<file path="config.mk">
export PLATFORM = sky130hd
export DESIGN_NAME = rx_sync_fifo
export DESIGN_NICKNAME = d
export VERILOG_FILES = /design/src/rtl/rx_sync_fifo.sv
export SDC_FILE = /design/constraint.sdc
export NUM_CORES = 1
export LEC_CHECK = 0
export BUFFER_PORTS_ARGS = -buffer_cell sky130_fd_sc_hd__buf_2
export CAP_MARGIN = 20
export CORE_MARGIN = 4
export CORE_UTILIZATION = 43
export DETAILED_ROUTE_END_ITERATION = 8
export PLACE_DENSITY = 0.59
export SYNTH_ARGS = -nofsm -noshare
export SYNTH_HDL_FRONTEND = slang
export SYNTH_SLANG_ARGS = --single-unit
export TNS_END_PERCENT = 100
</file>
<file path="constraint.sdc">
create_clock -name clk -period 4.6 [get_ports clk]
set_input_delay 0.92 -clock clk [delete_from_list [all_inputs] [get_ports clk]]
set_output_delay 0.92 -clock clk [all_outputs]
set_load 0.01 [all_outputs]
</file>
<file path="src/rtl/rx_sync_fifo.sv">
// Synchronous RX FIFO: storage, pointers, occupancy, status and sticky error flags.
// Read side is either registered (1-cycle latency) or first-word-fall-through.
module rx_sync_fifo #(
  parameter int unsigned DATA_WIDTH = 12,
  parameter int unsigned FIFO_DEPTH = 32,
  parameter int unsigned FWFT       = 0,
  parameter int unsigned AFULL_LVL  = 28,
  parameter int unsigned AEMPTY_LVL = 4,
  localparam int unsigned ADDR_W    = $clog2(FIFO_DEPTH)
) (
  input  logic                  clk,
  input  logic                  rst_n,
  input  logic                  flush_i,
  input  logic                  err_clr_i,
  input  logic                  wr_en_i,
  input  logic [DATA_WIDTH-1:0] wr_data_i,
  input  logic                  rd_en_i,
  output logic [DATA_WIDTH-1:0] rd_data_o,
  output logic                  rd_valid_o,
  output logic                  full_o,
  output logic                  empty_o,
  output logic                  almost_full_o,
  output logic                  almost_empty_o,
  output logic [ADDR_W:0]       count_o,
  output logic                  overflow_o,
  output logic                  underflow_o
);

  localparam logic [ADDR_W:0] DepthCnt  = (ADDR_W+1)'(FIFO_DEPTH);
  localparam logic [ADDR_W:0] AfullCnt  = (ADDR_W+1)'(AFULL_LVL);
  localparam logic [ADDR_W:0] AemptyCnt = (ADDR_W+1)'(AEMPTY_LVL);
  localparam logic [ADDR_W:0] PtrOne    = (ADDR_W+1)'(1);

  logic [DATA_WIDTH-1:0] mem_q [FIFO_DEPTH];

  logic [ADDR_W:0] wptr_q, wptr_d;
  logic [ADDR_W:0] rptr_q, rptr_d;
  logic [ADDR_W:0] count;
  logic            ovf_q, ovf_d;
  logic            udf_q, udf_d;
  logic            full, empty;
  logic            wr_acc, rd_acc;
  logic [ADDR_W-1:0] waddr, raddr;

  // Occupancy and flags decode from registered pointers only; the extra pointer
  // bit makes the difference span 0..FIFO_DEPTH without a separate counter.
  always_comb begin
    count = wptr_q - rptr_q;
    full  = (count == DepthCnt);
    empty = (count == '0);
    waddr = wptr_q[ADDR_W-1:0];
    raddr = rptr_q[ADDR_W-1:0];
  end

  // Accept decisions, pointer advance and sticky error flags.
  always_comb begin
    wr_acc = wr_en_i & ~full & ~flush_i;
    rd_acc = rd_en_i & ~empty & ~flush_i;
    wptr_d = wptr_q;
    rptr_d = rptr_q;
    ovf_d  = ovf_q;
    udf_d  = udf_q;
    if (flush_i) begin
      wptr_d = '0;
      rptr_d = '0;
      ovf_d  = 1'b0;
      udf_d  = 1'b0;
    end else begin
      if (wr_acc) wptr_d = wptr_q + PtrOne;
      if (rd_acc) rptr_d = rptr_q + PtrOne;
      // A new error event beats a simultaneous clear.
      ovf_d = (ovf_q & ~err_clr_i) | (wr_en_i & full);
      udf_d = (udf_q & ~err_clr_i) | (rd_en_i & empty);
    end
  end

  // Pointer and error flag registers.
  always_ff @(posedge clk or negedge rst_n) begin
    if (!rst_n) begin
      wptr_q <= '0;
      rptr_q <= '0;
      ovf_q  <= 1'b0;
      udf_q  <= 1'b0;
    end else begin
      wptr_q <= wptr_d;
      rptr_q <= rptr_d;
      ovf_q  <= ovf_d;
      udf_q  <= udf_d;
    end
  end

  // Storage array, intentionally not reset.
  always_ff @(posedge clk) begin
    if (wr_acc) mem_q[waddr] <= wr_data_i;
  end

  if (FWFT != 0) begin : g_fwft
    // Head word is presented directly; valid whenever something is stored.
    always_comb begin
      rd_data_o  = mem_q[raddr];
      rd_valid_o = ~empty;
    end
  end else begin : g_reg
    logic [DATA_WIDTH-1:0] rd_data_q, rd_data_d;
    logic                  rd_valid_q;

    // Capture the head word on an accepted read; hold it otherwise.
    always_comb begin
      rd_data_d = rd_data_q;
      if (rd_acc) rd_data_d = mem_q[raddr];
    end

    // Registered read port; valid is a one-cycle pulse per accepted read.
    always_ff @(posedge clk or negedge rst_n) begin
      if (!rst_n) begin
        rd_data_q  <= '0;
        rd_valid_q <= 1'b0;
      end else begin
        rd_data_q  <= rd_data_d;
        rd_valid_q <= rd_acc;
      end
    end

    always_comb begin
      rd_data_o  = rd_data_q;
      rd_valid_o = rd_valid_q;
    end
  end

  // Status outputs.
  always_comb begin
    full_o         = full;
    empty_o        = empty;
    almost_full_o  = (count >= AfullCnt);
    almost_empty_o = (count <= AemptyCnt);
    count_o        = count;
    overflow_o     = ovf_q;
    underflow_o    = udf_q;
  end

endmodule
</file>
==> impl_metrics.py, run 1 <==
metrics = {
    "sta": {
        "fin_crit_sh": 0.9420,
        "drv_slew": 0,
        "setup_slack_ns": 0.2667,
        "finClkSkew_ns": 0.02499,
        "fin_crit_ns": 4.333,
        "finalSetupViolCount": 0,
        "finalSetupTns_ns": 0,
        "rsz0062_at_grt": "false",
        "worst_slew_pin_slew_ns": 1.117,
        "finalHoldViolCount": 0,
        "fmax_mhz": 230.8,
        "max_slew_margin": 0.2510,
    },
    "run_status": {
        "status": "finished clean",
    },
    "logic_synthesis": {
        "yosysTopAreaCell": "edfxtp_1",
        "synth_top_area_frac": 0.7165,
        "ys_types": 44,
        "synthArstFlopShare": 0.06569,
        "seq_area_frac_synth": 0.7585,
        "synth_area_leaders": "edfxtp_1, mux4_2, dfrtp_1, nor2_1, a22oi_1",
        "ys.flop_type": "edfxtp_1",
        "synth_edf_count": 384,
        "syn_area_mm2": 0.01609,
        "ys.warnings.count": 0,
        "avgSynthCellArea_um2": 19.84,
        "syn-instance-count": 811,
        "ys_ff_latch": 411,
        "synth_nets": 840,
    },
    "final_layout": {
        "fin_cells": 1393,
        "mostFrequentLayoutCells": "edfxtp_1, mux4_2, nor2_1",
        "drive_gt1_frac": 0.2843,
        "post-route-util": 0.5032,
        "final_common_cell": "edfxtp_1",
        "finalNetCount": 921,
        "antenna_cells": 0,
        "synthToLayoutAreaGrowth_pct": 15.00,
    },
    "grt": {
        "grt_max_degree": 100,
        "antenna_found_initial": 0,
        "grt_first_pass_wirelength_um": 53510,
        "grt_pass1_vias": 8066,
        "grt-ovfl-total": 0,
        "grt_util_all_layers": 0.1769,
    },
    "placed_design": {
        "place_congestion": 0.9015,
        "dp.cells": 1313,
        "io_buffers": 42,
        "hpwl_um": 21660,
        "pre_cts_slack_ns": 0.6440,
    },
    "worst_setup_path": {
        "cpPeakStageDelay_ns": 0.53,
        "critPathLaunchType": "register",
        "crit_slowest_cell": "dfrtp_2",
        "crit_buf_inv": 3,
        "path_max_fanout": 16,
        "cp.arrival_ns": 3.41,
        "crit_chain": "inv_1, ha_1, a21boi_0, mux2i_1, and2_1, clkinv_4, a2111oi_0, buf_2",
        "path_class": "reg2out",
        "crit_path_end_kind": "output port",
        "crit_required_ns": 3.68,
        "r2r_slack_ns": 0.73,
        "cpLargestDelayFamily": "compound AO/OA/AOI/OAI gates",
    },
    "cts": {
        "postCtsSetupBuffers": 0,
        "cts_sinks": 411,
        "path_clk_slew_ns": 0.06,
        "clk_latency_ns": 0.55,
        "htreeDepth": 2,
        "cts_tree": "built",
        "root_buffer": "clkbuf_16",
        "clk_path_buf_depth": 3,
        "numCtsBuffers": 41,
    },
    "run": {
        "drv_cap": 0,
    },
    "power": {
        "power_switching_mw": 2.762,
        "ir_worst_vdd_uv": 390.7,
        "p_per_area_mw_per_mm2": 544.7,
        "power.share.switching": 0.2740,
        "clkPwrFrac": 0.349,
        "pwr-share-comb": 0.227,
        "p_seq_frac": 0.423,
        "internal_power_mw": 7.320,
        "p_leak_nw": 5.919,
    },
    "detailed_routing": {
        "avgViaCountPerCell": 5.711,
        "drc": 0,
        "routed_wl_um": 35810,
        "detail-route-antenna-nets": 0,
        "drt_first_pass_iters": 5,
        "drtIter0Drc": 764,
        "post_drt_wl_per_cell_um": 25.71,
        "dr_total_vias": 7955,
    },
    "die": {
        "initial_core_util": 0.4375,
        "die_h_um": 201.5,
        "die_w_um": 201.5,
        "rows": 70,
        "dieArea_mm2": 0.04059,
        "io_pins": 43,
        "core_region_area_mm2": 0.03679,
    },
    "min_path": {
        "hp-class": "in2async",
    },
}
-- worst register-to-register path: stages, from the launching register on --
cell and delay [ns]:
dfrtp_1 0.43, inv_1 0.14, ha_1 0.24, fa_1 0.39, nand2b_1 0.16, a21oi_1 0.15, xor2_1 0.14, or4_4 0.58
o21ai_4 0.45, or3b_1 0.57, nor2_1 0.11, buf_4 0.22
-- layout make-up --
class                   instances  area [µm²]
repair buffers                 81       533.0
well taps                     468       585.6
inverters                      10       42.54
clock buffers                  52        1140
flip-flops and latches        411       12220
multi-input cells             347        3689
fillers                      2945       18280
clock inverters                24       304.0
-- cells by family after synthesis --
kind of cell    count (synthesis)  share of synthesized area
compound gates                 96                    0.03809
fa+ha+maj                      11                   0.009018
xor+xnor                        8                   0.004353
buf+inv                        53                    0.01485
mux                            99                     0.1362
flops                         411                     0.7585
simple gates                  133                    0.03903
-- power by group through the flow --
stage               registers, mW  clock network, mW  logic (mW)
floorplan                    4.35                  0        1.55
global placement             4.34                  0        2.29
detailed placement           4.35                  0        2.30
CTS                          4.27               3.59        2.31
global route                 4.28               3.75        2.47
finish                       4.27               3.52        2.29
-- metrics by stage --
| step | hold WS (ns) | total power, mW | cell area (µm²) |
|---|---|---|---|
| after global routing | 0.4356 | 10.50 | 18510 |
| after detailed placement | 0.5143 | 6.648 | 17020 |
| after CTS | 0.4054 | 10.17 | 18460 |
| after floorplan | 0.5339 | 5.901 | 16090 |
| after global placement | 0.5062 | 6.631 | 17020 |
| final | 0.4001 | 10.08 | 18510 |
-- synthesized netlist by cell type, drive strengths merged (2+ instances only) --
library cell	instances
a2111oi	2
a21oi	36
a22oi	24
and2	2
buf	18
clkbuf	25
dfrtp	27
edfxtp	384
ha	10
inv	9
mux2i	3
mux4	96
nand2	15
nand2b	3
nand3	3
nand3b	4
nand4	2
nor2	65
nor2b	2
nor3	22
o21ai	6
o22ai	24
o31ai	2
or3	5
or3b	5
or4	3
xnor2	4
xor2	4
-- what timing repair did --
action | in CTS | in global routing
endpoints found under the setup margin | 0 | 2
hold buffers | 0 | 0
resized for setup | 0 | 1
-- registers in the layout (all words and copies together), names as in the netlist --
register,flops
wptr_q,6
rd_valid_o,1
rptr_q,6
underflow_o,1
overflow_o,1
rd_data_o,12
mem_q,384
-- routing by layer --
metal / routed length, µm / part of all wire / track usage / vias to the layer above
li1: - / - / - / 3497
met1: 16420 / 0.46 / 0.2752 / 4150
met2: 16040 / 0.45 / 0.2567 / 258
met3: 2505 / 0.070 / 0.03352 / 50
met4: 840 / 0.023 / 0.05273 / 0
met5: 0 / 0 / 0 / -
-- final timing paths --
check                                               from                  endpoint  depth (start not counted)
max in group asynchronous                          rst_n     rptr_q[0]$_DFFE_PN0P_                          1
worst min register to register  rd_data_o[1]$_DFFE_PN0P_  rd_data_o[1]$_DFFE_PN0P_                          2
worst max register to register     wptr_q[0]$_DFFE_PN0P_    mem_q[30][4]$_DFFE_PP_                         11
worst max-delay path               rptr_q[3]$_DFFE_PN0P_            almost_empty_o                          8
worst min-delay path                               rst_n      overflow_o$_DFF_PN0_                          1
min in group clk                rd_data_o[1]$_DFFE_PN0P_  rd_data_o[1]$_DFFE_PN0P_                          2
Power figures use the tool's default switching activity.
==> run 2: changes to the inputs <==
--- a/config.mk
+++ b/config.mk
@@ -7,10 +7,9 @@
 export LEC_CHECK = 0
 export BUFFER_PORTS_ARGS = -buffer_cell sky130_fd_sc_hd__buf_2
 export CAP_MARGIN = 20
-export CORE_MARGIN = 4
-export CORE_UTILIZATION = 43
+export CORE_UTILIZATION = 62
 export DETAILED_ROUTE_END_ITERATION = 8
-export PLACE_DENSITY = 0.59
+export PLACE_DENSITY = 0.8
 export SYNTH_ARGS = -nofsm -noshare
 export SYNTH_HDL_FRONTEND = slang
 export SYNTH_SLANG_ARGS = --single-unit
==> run 2 against run 1 <==
Compared with the run above:
- combinational power is essentially flat
- critical endpoint unchanged
- clock skew is essentially flat
- worst setup slack gained 0.028 ns
- cell count shrank 10%
- routed wire length grew 2.7%
- global-route usage grew 11 points
- power shrank 2.2%
- sequential share of layout area grew 1.3 points
- utilization grew 21 points
==> impl_metrics.py, run 2 (same netlist as run 1, synthesis figures left out) <==
metrics = {
    "worst_setup_path": {
        "cpPeakStageDelay_ns": 0.42,
        "crit_buf_inv": 4,
        "crit_path_end_kind": "output port",
        "path_class": "reg2out",
        "path_max_fanout": 23,
        "crit_slowest_cell": "dfrtp_2",
        "crit_chain": "buf_4, inv_1, ha_1, nand3b_1, a21boi_0, mux2i_1, and2_1, clkinv_4, a2111oi_0, buf_2",
        "cp.arrival_ns": 3.38,
        "critPathLaunchType": "register",
        "crit_required_ns": 3.68,
        "cpLargestDelayFamily": "buffers and inverters",
    },
    "final_layout": {
        "mostFrequentLayoutCells": "edfxtp_1, mux4_2, nor2_1",
        "finalNetCount": 920,
        "fillCellCount": 1385,
        "largest_register": "mem_q",
        "antenna_cells": 0,
        "final_common_cell": "edfxtp_1",
        "largest_reg_flops": 384,
        "drive_gt1_frac": 0.2680,
        "synthToLayoutAreaGrowth_pct": 12.76,
    },
    "detailed_routing": {
        "dr_total_vias": 8455,
        "met1_length_um": 14530,
        "avgViaCountPerCell": 6.775,
        "detail-route-antenna-nets": 0,
        "route.met3.wl_um": 3905,
        "top_layer": "met4",
        "wl_met2_um": 17350,
        "routed_wl_um": 36770,
        "post_drt_wl_per_cell_um": 29.46,
        "drt_first_pass_iters": 5,
        "drc": 0,
        "drtIter0Drc": 1460,
    },
    "power": {
        "p_leak_nw": 5.846,
        "ir_worst_vdd_uv": 658.6,
        "p_per_area_mw_per_mm2": 543.1,
    },
    "sta": {
        "fin_crit_sh": 0.9358,
        "finalSetupTns_ns": 0,
        "max_slew_margin": 0.2919,
        "rsz0062_at_grt": "false",
        "finalHoldViolCount": 0,
        "finalSetupViolCount": 0,
        "fin_crit_ns": 4.305,
        "drv_slew": 0,
        "finClkSkew_ns": 0.02511,
        "setup_slack_ns": 0.2951,
        "fmax_mhz": 232.3,
        "worst_slew_pin_slew_ns": 1.058,
    },
    "min_path": {
        "hp-class": "in2async",
    },
    "die": {
        "dieArea_mm2": 0.02661,
        "die_w_um": 163.1,
        "rows": 58,
        "initial_core_util": 0.6355,
        "core_region_area_mm2": 0.02533,
        "die_h_um": 163.1,
        "io_pins": 43,
    },
    "grt": {
        "grt_max_degree": 57,
        "grt-ovfl-total": 0,
        "grt_first_pass_wirelength_um": 53990,
        "grt_pass1_vias": 8557,
        "grt_util_all_layers": 0.2859,
        "antenna_found_initial": 0,
    },
    "run_status": {
        "status": "finished clean",
    },
    "cts": {
        "path_clk_slew_ns": 0.07,
        "cts_sinks": 411,
        "clk_latency_ns": 0.53,
        "htreeDepth": 2,
        "cts_tree": "built",
        "root_buffer": "clkbuf_16",
        "clk_path_buf_depth": 3,
        "numCtsBuffers": 40,
    },
    "placed_design": {
        "hpwl_um": 21860,
        "io_buffers": 42,
        "pre_cts_slack_ns": 0.7043,
        "place_congestion": 1.008,
    },
    "run": {
        "drv_cap": 0,
    },
}
run 2: layout make-up:
class	instances	area, µm²	share of cell area
sequential	411	12210	0.6730
multi-input combinational	347	3649	0.2010
clock buffer	46	1045	0.05757
timing repair buffer	81	523.0	0.02882
tap	330	412.9	0.02275
clock inverter	23	262.8	0.01448
inverter	10	42.54	0.002344
run 2: worst paths after layout:
path | start | end | slack (ns) | depth (start not counted)
min in group clk | rd_data_o[9]$_DFFE_PN0P_ | rd_data_o[9]$_DFFE_PN0P_ | 0.55 | 2
max in group asynchronous | rst_n | rptr_q[0]$_DFFE_PN0P_ | 3.72 | 1
min | rst_n | wptr_q[4]$_DFFE_PN0P_ | 0.41 | 1
max | rptr_q[1]$_DFFE_PN0P_ | almost_empty_o | 0.30 | 10
max reg2reg | wptr_q[0]$_DFFE_PN0P_ | mem_q[26][5]$_DFFE_PP_ | 0.80 | 10
min reg2reg | rd_data_o[9]$_DFFE_PN0P_ | rd_data_o[9]$_DFFE_PN0P_ | 0.55 | 2
run 2: per-layer routing:
layer,vias up,track usage
li1,3478,-
met1,4330,0.4217
met2,576,0.4412
met3,71,0.05282
met4,0,0.08963
met5,-,0
run 2: what timing repair did:
action	CTS	global route
resized for setup	0	1
setup buffers	0	0
hold buffers	0	0
endpoints found under the setup margin	0	1
run 2: power by group:
group          leakage [nW]  switching, mW  internal, mW  total, mW
combinational          1.42           1.31         0.970       2.28
clock                 0.643           1.33          1.96       3.29
sequential             3.79         0.0797          4.21       4.29
run 2: stage by stage:
stage / power (mW) / area, µm² / instances / util / hold slack [ns]
after floorplan: 5.901 / 16090 / 811 / - / 0.5339
after global placement: 6.534 / 16810 / 1178 / 0.6638 / 0.5104
after detailed placement: 6.589 / 16810 / 1178 / 0.6638 / 0.5256
after CTS: 9.849 / 18120 / 1247 / 0.7154 / 0.4175
after global routing: 10.18 / 18150 / 1248 / 0.7165 / 0.4553
final: 9.856 / 18150 / 1248 / 0.7165 / 0.4092
run 2: worst reg2reg max path, stage by stage, from the launching register on:
cell and delay, ns:
dfrtp_1 0.42, inv_1 0.15, ha_1 0.26, fa_1 0.40, nand2b_1 0.16, a21oi_1 0.15, xor2_1 0.36, or4_4 0.26
o21ai_4 0.08, or3b_1 0.39, nor2_1 0.78
